==> src/rtl/bpug_pkg.sv <==
// Shared definitions for the BPU group issuer: instruction word layout,
// enable encodings, opcodes and the sequencer state set.
package bpug_pkg;

    localparam int DATA_W     = 8;
    localparam int INSTR_W    = 13;
    localparam int OP_W       = 5;
    localparam int EN_W       = 2;
    localparam int WSEL_W     = 3;
    localparam int HEIGHT_W   = 3;
    localparam int SHIFT_W    = 4;
    localparam int MAX_SHIFTS = 8;

    // Bit offsets of the instruction fields
    localparam int OP_LSB   = 0;
    localparam int DSEL_BIT = 5;
    localparam int EN_LSB   = 6;
    localparam int UP_BIT   = 8;
    localparam int ISEL_BIT = 9;
    localparam int WSEL_LSB = 10;

    localparam logic [EN_W-1:0] EN_NONE = 2'b00;
    localparam logic [EN_W-1:0] EN_WGT  = 2'b01;
    localparam logic [EN_W-1:0] EN_IMG  = 2'b10;

    localparam logic [OP_W-1:0] OP_NOP = 5'd0;

    // Packed instruction word, MSB first so it maps directly onto [12:0]
    typedef struct packed {
        logic [WSEL_W-1:0] wgt_sel;
        logic              img_reg_sel;
        logic              img_reg_up;
        logic [EN_W-1:0]   en;
        logic              data_sel;
        logic [OP_W-1:0]   op;
    } instr_t;

    typedef enum logic [2:0] {
        IDLE,
        LOAD_WGT,
        LOAD_IMG,
        COMPUTE,
        SHIFT,
        DRAIN
    } state_t;

    // The image register only has room for eight shift-up steps
    function automatic logic [SHIFT_W-1:0] sat_shifts(input logic [SHIFT_W-1:0] s);
        return (s > SHIFT_W'(MAX_SHIFTS)) ? SHIFT_W'(MAX_SHIFTS) : s;
    endfunction

endpackage

==> src/rtl/bpug_issuer_if.sv <==
// Upstream byte stream plus the instruction/data bus towards one BPU group.
// The master end is the issuer.
interface bpug_issuer_if;
    import bpug_pkg::*;

    logic [DATA_W-1:0]   s_data;
    logic                s_valid;
    logic                s_ready;
    logic                enable;
    logic                sel;
    logic [INSTR_W-1:0]  instruction_out;
    logic [DATA_W-1:0]   data_out;
    logic [HEIGHT_W-1:0] height;

    modport master (
        input  s_data, s_valid,
        output s_ready, enable, sel, instruction_out, data_out, height
    );

    modport slave (
        output s_data, s_valid,
        input  s_ready, enable, sel, instruction_out, data_out, height
    );

endinterface

==> src/rtl/bpug_res_pipe.sv <==
// Delay line that tracks compute beats through the group's result latency.
// The final stage says which beat's result is on the group output now.
module bpug_res_pipe #(
    parameter int RES_LAT = 2
) (
    input  logic clk,
    input  logic rst,
    input  logic push_vld,
    input  logic push_dsel,
    output logic res_valid,
    output logic res_data_sel,
    output logic empty
);

    logic [RES_LAT-1:0] vld_p;
    logic [RES_LAT-1:0] dsel_p;

    // Shift (valid, data_sel) one stage per cycle; data_sel is masked so idle stages stay 0
    always_ff @(posedge clk) begin
        if (rst) begin
            vld_p  <= '0;
            dsel_p <= '0;
        end else begin
            vld_p[0]  <= push_vld;
            dsel_p[0] <= push_dsel & push_vld;
            for (int i = 1; i < RES_LAT; i++) begin
                vld_p[i]  <= vld_p[i-1];
                dsel_p[i] <= dsel_p[i-1];
            end
        end
    end

    assign res_valid    = vld_p[RES_LAT-1];
    assign res_data_sel = dsel_p[RES_LAT-1];
    assign empty        = ~|vld_p;

endmodule

==> src/rtl/bpug_issuer.sv <==
// Sequencer for one BPU group: loads weights and image bytes from the
// upstream stream, then issues compute / shift-up beats per window and
// reports when each group result is valid.
module bpug_issuer
    import bpug_pkg::*;
#(
    parameter int RES_LAT  = 2,
    parameter int N_BPU    = 8,
    parameter int WGT_ROWS = 7,
    parameter int IMG_COLS = 8
) (
    input  logic                clk,
    input  logic                rst,
    input  logic                start,
    input  logic [OP_W-1:0]     cfg_op,
    input  logic [SHIFT_W-1:0]  cfg_shifts,
    input  logic [HEIGHT_W-1:0] cfg_height,
    input  logic                cfg_keep_wgt,
    bpug_issuer_if.master       bus,
    output logic                busy,
    output logic                res_valid,
    output logic                res_data_sel,
    output logic                done
);

    localparam int ROW_W = (WGT_ROWS > 1) ? $clog2(WGT_ROWS) : 1;
    localparam int BPU_W = (N_BPU > 1) ? $clog2(N_BPU) : 1;
    localparam int COL_W = $clog2(2 * IMG_COLS);

    localparam logic [ROW_W-1:0] ROW_LAST = ROW_W'(WGT_ROWS - 1);
    localparam logic [BPU_W-1:0] BPU_LAST = BPU_W'(N_BPU - 1);
    localparam logic [COL_W-1:0] COL_LAST = COL_W'(2 * IMG_COLS - 1);

    state_t               state;
    logic [OP_W-1:0]      op_q;
    logic [SHIFT_W-1:0]   shifts_q;
    logic [SHIFT_W-1:0]   win_idx;
    logic [ROW_W-1:0]     row_idx;
    logic [BPU_W-1:0]     bpu_idx;
    logic [COL_W-1:0]     col_idx;
    logic                 phase;

    logic                 enable_q;
    logic                 sel_q;
    logic                 busy_q;
    logic                 done_q;
    instr_t               instr_q;
    logic [DATA_W-1:0]    data_q;
    logic [HEIGHT_W-1:0]  height_q;

    logic                 s_ready_w;
    logic                 hs;
    logic                 accept_start;
    logic                 push_vld;
    logic                 push_dsel;
    logic                 pipe_empty;

    assign s_ready_w    = (state == LOAD_WGT) || (state == LOAD_IMG);
    assign hs           = bus.s_valid && s_ready_w;
    // The IDLE cycle that carries done still belongs to the finished run
    assign accept_start = start && !done_q;

    // A compute beat is any issued beat that neither loads nor shifts
    assign push_vld  = enable_q && (instr_q.en == EN_NONE) && !instr_q.img_reg_up;
    assign push_dsel = instr_q.data_sel;

    assign bus.s_ready         = s_ready_w;
    assign bus.enable          = enable_q;
    assign bus.sel             = sel_q;
    assign bus.instruction_out = instr_q;
    assign bus.data_out        = data_q;
    assign bus.height          = height_q;
    assign busy                = busy_q;
    assign done                = done_q;

    // Latch the compute opcode at run start; it is pure data and needs no reset
    always_ff @(posedge clk) begin
        if (state == IDLE && accept_start) begin
            op_q <= cfg_op;
        end
    end

    // Main sequencer: state, counters and all registered group-facing outputs
    always_ff @(posedge clk) begin
        if (rst) begin
            state    <= IDLE;
            shifts_q <= '0;
            win_idx  <= '0;
            row_idx  <= '0;
            bpu_idx  <= '0;
            col_idx  <= '0;
            phase    <= 1'b0;
            enable_q <= 1'b0;
            sel_q    <= 1'b0;
            busy_q   <= 1'b0;
            done_q   <= 1'b0;
            instr_q  <= '0;
            data_q   <= '0;
            height_q <= '0;
        end else begin
            // Bus idles at zero unless a beat is issued below
            enable_q <= 1'b0;
            instr_q  <= '0;
            data_q   <= '0;
            done_q   <= 1'b0;

            case (state)
                IDLE: begin
                    if (accept_start) begin
                        shifts_q <= sat_shifts(cfg_shifts);
                        height_q <= cfg_height;
                        busy_q   <= 1'b1;
                        sel_q    <= 1'b1;
                        win_idx  <= '0;
                        row_idx  <= '0;
                        bpu_idx  <= '0;
                        col_idx  <= '0;
                        phase    <= 1'b0;
                        state    <= cfg_keep_wgt ? LOAD_IMG : LOAD_WGT;
                    end
                end

                LOAD_WGT: begin
                    if (hs) begin
                        enable_q        <= 1'b1;
                        instr_q.en      <= EN_WGT;
                        instr_q.wgt_sel <= WSEL_W'(bpu_idx);
                        data_q          <= bus.s_data;
                        if (row_idx == ROW_LAST) begin
                            row_idx <= '0;
                            if (bpu_idx == BPU_LAST) begin
                                bpu_idx <= '0;
                                state   <= LOAD_IMG;
                            end else begin
                                bpu_idx <= bpu_idx + 1'b1;
                            end
                        end else begin
                            row_idx <= row_idx + 1'b1;
                        end
                    end
                end

                LOAD_IMG: begin
                    if (hs) begin
                        enable_q            <= 1'b1;
                        instr_q.en          <= EN_IMG;
                        instr_q.img_reg_sel <= col_idx[COL_W-1];
                        data_q              <= bus.s_data;
                        if (col_idx == COL_LAST) begin
                            col_idx <= '0;
                            phase   <= 1'b0;
                            state   <= COMPUTE;
                        end else begin
                            col_idx <= col_idx + 1'b1;
                        end
                    end
                end

                COMPUTE: begin
                    // Two back-to-back beats per window: data_sel 0, then 1
                    enable_q         <= 1'b1;
                    instr_q.op       <= op_q;
                    instr_q.data_sel <= phase;
                    phase            <= ~phase;
                    if (phase) begin
                        state <= (win_idx == shifts_q) ? DRAIN : SHIFT;
                    end
                end

                SHIFT: begin
                    enable_q           <= 1'b1;
                    instr_q.op         <= OP_NOP;
                    instr_q.img_reg_up <= 1'b1;
                    win_idx            <= win_idx + 1'b1;
                    state              <= COMPUTE;
                end

                DRAIN: begin
                    // The last compute beat may still be on the bus this cycle
                    if (pipe_empty && !push_vld) begin
                        done_q <= 1'b1;
                        busy_q <= 1'b0;
                        sel_q  <= 1'b0;
                        state  <= IDLE;
                    end
                end

                default: state <= IDLE;
            endcase
        end
    end

    bpug_res_pipe #(
        .RES_LAT (RES_LAT)
    ) u_res_pipe (
        .clk          (clk),
        .rst          (rst),
        .push_vld     (push_vld),
        .push_dsel    (push_dsel),
        .res_valid    (res_valid),
        .res_data_sel (res_data_sel),
        .empty        (pipe_empty)
    );

endmodule

==> src/flat_wrapper.sv <==
// flat-port wrapper written by rule: the top's interface ports become plain ports
module bpug_issuer_flat import bpug_pkg::*;
#(
    parameter int RES_LAT  = 2,
    parameter int N_BPU    = 8,
    parameter int WGT_ROWS = 7,
    parameter int IMG_COLS = 8
)
  (clk, rst, start, cfg_op, cfg_shifts, cfg_height, cfg_keep_wgt, busy, res_valid, res_data_sel, done, bus_s_data, bus_s_valid, bus_s_ready, bus_enable, bus_sel, bus_instruction_out, bus_data_out, bus_height);
  bpug_issuer_if bus_i ();
  input  logic clk;
  input  logic rst;
  input  logic start;
  input  logic [OP_W-1:0] cfg_op;
  input  logic [SHIFT_W-1:0] cfg_shifts;
  input  logic [HEIGHT_W-1:0] cfg_height;
  input  logic cfg_keep_wgt;
  output logic busy;
  output logic res_valid;
  output logic res_data_sel;
  output logic done;
  input wire logic [$bits(bus_i.s_data)-1:0] bus_s_data;
  input wire logic [$bits(bus_i.s_valid)-1:0] bus_s_valid;
  output wire logic [$bits(bus_i.s_ready)-1:0] bus_s_ready;
  output wire logic [$bits(bus_i.enable)-1:0] bus_enable;
  output wire logic [$bits(bus_i.sel)-1:0] bus_sel;
  output wire logic [$bits(bus_i.instruction_out)-1:0] bus_instruction_out;
  output wire logic [$bits(bus_i.data_out)-1:0] bus_data_out;
  output wire logic [$bits(bus_i.height)-1:0] bus_height;
  assign bus_i.s_data = bus_s_data;
  assign bus_i.s_valid = bus_s_valid;
  assign bus_s_ready = bus_i.s_ready;
  assign bus_enable = bus_i.enable;
  assign bus_sel = bus_i.sel;
  assign bus_instruction_out = bus_i.instruction_out;
  assign bus_data_out = bus_i.data_out;
  assign bus_height = bus_i.height;
  bpug_issuer #(.RES_LAT(RES_LAT), .N_BPU(N_BPU), .WGT_ROWS(WGT_ROWS), .IMG_COLS(IMG_COLS)) u_core (.clk(clk), .rst(rst), .start(start), .cfg_op(cfg_op), .cfg_shifts(cfg_shifts), .cfg_height(cfg_height), .cfg_keep_wgt(cfg_keep_wgt), .bus(bus_i), .busy(busy), .res_valid(res_valid), .res_data_sel(res_data_sel), .done(done));
endmodule
==> config.mk <==
export PLATFORM = sky130hd
export DESIGN_NAME = bpug_issuer_flat
export DESIGN_NICKNAME = d
export VERILOG_FILES = /design/src/rtl/bpug_pkg.sv /design/src/rtl/bpug_issuer_if.sv /design/src/rtl/bpug_res_pipe.sv /design/src/rtl/bpug_issuer.sv /design/src/flat_wrapper.sv
export SDC_FILE = /design/constraint.sdc
export NUM_CORES = 1
export LEC_CHECK = 0
export CAP_MARGIN = 20
export CORE_UTILIZATION = 49
export DETAILED_ROUTE_END_ITERATION = 8
export PLACE_DENSITY = 0.81
export SLEW_MARGIN = 40
export SYNTH_ARGS = -nofsm -noshare
export SYNTH_HDL_FRONTEND = slang
export SYNTH_SLANG_ARGS = --single-unit
==> constraint.sdc <==
create_clock -name clk -period 2.3 [get_ports clk]
set_clock_uncertainty 0.2 [all_clocks]
set_input_delay 0.345 -clock clk [delete_from_list [all_inputs] [get_ports clk]]
set_output_delay 0.345 -clock clk [all_outputs]
set_load 0.01 [all_outputs]
==> results of run 1 <==
## stage by stage
step / setup slack, ns / hold WS (ns) / utilization (%) / power [mW] / std cells
after floorplan: 0.576 / 0.214 / - / 1.80 / 239
after global placement: 0.0945 / 0.218 / 66.6 / 2.10 / 341
after detailed placement: -0.00332 / 0.225 / 66.6 / 2.11 / 341
after CTS: 0.0124 / 0.241 / 70.9 / 3.00 / 357
after global routing: 0.143 / 0.259 / 70.9 / 3.15 / 357
final: 0.249 / 0.239 / 70.9 / 2.98 / 357
## logic make-up after synthesis
family                     synth area share (%)
AOI/OAI and AO/OA                          13.3
xor gates and xnor gates                   1.86
adders and majority gates                  2.55
buffers and inverters                      3.93
DFF                                        51.4
muxes                                     0.425
and+or+nand+nor                            26.5
## where the power goes
| part | leakage (nW) | switching [mW] | internal (mW) |
|---|---|---|---|
| Combinational | 0.627 | 0.495 | 0.439 |
| Clock | 0.0974 | 0.387 | 0.492 |
| Sequential | 0.477 | 0.0468 | 1.12 |
| Total | 1.20 | 0.928 | 2.05 |
## worst min path at each step
stage                                            from                                  endpoint  slack [ns]  depth (start not counted)
3_5_place_dp                 u_core.op_q[0]$_DFFE_PP_  u_core.bus.instruction_out[0]$_SDFF_PP0_        0.23                          1
2_1_floorplan  u_core.u_res_pipe.dsel_p[0]$_SDFF_PP0_    u_core.u_res_pipe.dsel_p[1]$_SDFF_PP0_        0.21                          1
6_report       u_core.u_res_pipe.dsel_p[0]$_SDFF_PP0_    u_core.u_res_pipe.dsel_p[1]$_SDFF_PP0_        0.24                          1
5_1_grt        u_core.u_res_pipe.dsel_p[0]$_SDFF_PP0_    u_core.u_res_pipe.dsel_p[1]$_SDFF_PP0_        0.26                          1
3_3_place_gp   u_core.u_res_pipe.dsel_p[0]$_SDFF_PP0_    u_core.u_res_pipe.dsel_p[1]$_SDFF_PP0_        0.22                          1
4_1_cts                      u_core.op_q[0]$_DFFE_PP_  u_core.bus.instruction_out[0]$_SDFF_PP0_        0.24                          1
## synth_stat cells (4+ instances only)
library cell,instances,area [µm²]
nor3_1,4,20.0
nor2b_1,5,31.3
a21oi_1,25,125
buf_4,4,30.0
clkbuf_1,6,22.5
o21ai_0,9,45.0
nor2_1,15,56.3
nand2_1,19,71.3
ha_1,4,50.1
inv_1,4,15.0
nand4b_1,6,52.6
dfxtp_1,53,1060
nand3_1,4,20.0
nand3b_1,6,45.0
edfxtp_1,5,150
and2_1,20,125
## per-layer routing
layer / global-route usage [%] / vias up
li1: - / 966
met2: 31.1 / 62
met5: 0 / -
met3: 5.20 / 2
met1: 25.7 / 898
met4: 13.1 / 0
## worst max-delay path: stages (launching register included)
cell      delay [ns]
dfxtp_1         0.33
buf_4           0.20
or3b_1          0.38
a222oi_1        0.43
a21oi_1         0.22
o211ai_2        0.20
## state kept, by name (all words and copies together), names as in the netlist
signal                      flops
u_core.u_res_pipe.dsel_p        2
u_core.bus.enable               1
u_core.shifts_q                 4
u_core.bus.data_out             8
u_core.u_res_pipe.vld_p         2
u_core.bus.sel                  1
u_core.win_idx                  4
u_core.bus.instruction_out     12
u_core.done                     1
u_core.state                    3
u_core.phase                    1
u_core.col_idx                  4
u_core.push_dsel                1
u_core.op_q                     5
u_core.bpu_idx                  3
u_core.row_idx                  3
u_core.bus.height               3
## timing repair
item / in CTS / in global routing
gates resized for setup: 2 / 1
hold buffers: 0 / 0
cloned: 0 / 0
endpoints found under the setup margin: 1 / 1
## area by class of cell
type                       count  area (µm²)
tap                           52        65.1
inverter                       5        18.8
clock buffer                  10         128
timing repair buffer          63         638
clock inverter                 6        57.6
multi-input combinational    163        1050
sequential                    58        1210
fill                         357        1300
==> impl_metrics.json, run 1 <==
{
  "grt-ovfl-total": 0,
  "regToRegEndpoint": "u_core.state[0]$_SDFFE_PP0P_",
  "endpoint": "u_core.state[0]$_SDFFE_PP0P_",
  "drc": 8,
  "period_share_pct": 89.2,
  "criticalPathCategory": "reg2reg",
  "maxSlewHeadroom_pct": 60.7,
  "grt_setup_unrepaired": "no",
  "post-cts-setup-buffers": 0,
  "seq_area_frac_synth_pct": 51.4,
  "io_buffers": 55,
  "synth_edf_count": 5,
  "ys_types": 49,
  "gp_congestion": 0.906,
  "antenna_cells": 0,
  "cp-startpoint": "u_core.state[1]$_SDFFE_PP0P_",
  "avgSynthCellArea_um2": 9.85,
  "met1Wirelength_um": 2220,
  "cts_buffers": 9,
  "stdcell_area_um2": 3170,
  "synthArstFlopShare_pct": 0,
  "hp-class": "reg2reg",
  "grt_max_degree": 39,
  "dpl-instance-area_um2": 2980,
  "endpoint_kind": "flop",
  "drive_gt1_share_pct": 10.5,
  "grt_pass1_vias": 1658,
  "synth_fp_nets": 268,
  "synth_flop_cell": "dfxtp_1",
  "cap_violations": 0,
  "status": "complete, but fails checks",
  "ff2ff_path_depth": 5,
  "pin_count": 56,
  "r2r_start": "u_core.state[1]$_SDFFE_PP0P_",
  "first_pass_iters": 7,
  "die_y_um": 71.3,
  "dr_wl_met3_um": 297,
  "layout_commonest_cell": "clkdlybuf4s50_1",
  "violations": "DRC",
  "clk_latency_ns": 0.33,
  "num_vias": 1928,
  "slew_violations": 0,
  "core_area_um2": 4470,
  "mostFrequentLayoutCells": "clkdlybuf4s50_1, dfxtp_1, a21oi_1, and2_1, nand2_1",
  "max_freq_mhz": 488,
  "period_minus_slack_ns": 2.05,
  "area_delta_synth_final_pct": 34.8,
  "cts_sinks": 58,
  "cts_max_level": 3,
  "cts.path.max_buffers": 2,
  "worst_pin_slew_ns": 0.590,
  "finalSetupTns_ns": 0,
  "ant_nets": 0,
  "required_ns": 2.35,
  "grt_pass1_wl_um": 7800,
  "cp_max_fo": 20,
  "cts-root-buf": "clkbuf_8",
  "report.final.hold_viol_count": 0,
  "start_kind": "flop",
  "ys_ff_latch": 58,
  "setup_viol": 0,
  "post_drt_wl_per_cell_um": 13.6,
  "path_clk_slew_ns": 0.06,
  "grt_antenna_before_repair": 0,
  "mappedNetlistArea_um2": 2350,
  "power_leakage_nw": 1.20,
  "ys_warn_count": 0,
  "rows": 24,
  "top_layer": "met4",
  "dieArea_um2": 5090,
  "drt_iter0_markers": 84,
  "power_density_nw_per_um2": 939,
  "die_x_um": 71.3,
  "fin_nets": 329,
  "r2r_slack_ns": 0.25,
  "crit_arrival_ns": 2.10,
  "grt_usage_pct": 20.4,
  "avgViaCountPerCell": 5.40,
  "netlist_instances": 239,
  "hpwl_um": 3460,
  "wl_um": 4870,
  "wl_met2_um": 2320,
  "cts_tree": "yes",
  "initial_core_util_pct": 52.6,
  "irDropWorstVdd_mv": 0.580
}
Note: power is estimated with default switching activity, not from simulation.
==> inputs of run 2 (changes only) <==
Settings changed: CAP_MARGIN 20 to unset.
==> results of run 2 <==
No change in the layout: final DEF, timing and power equal those of run 1.
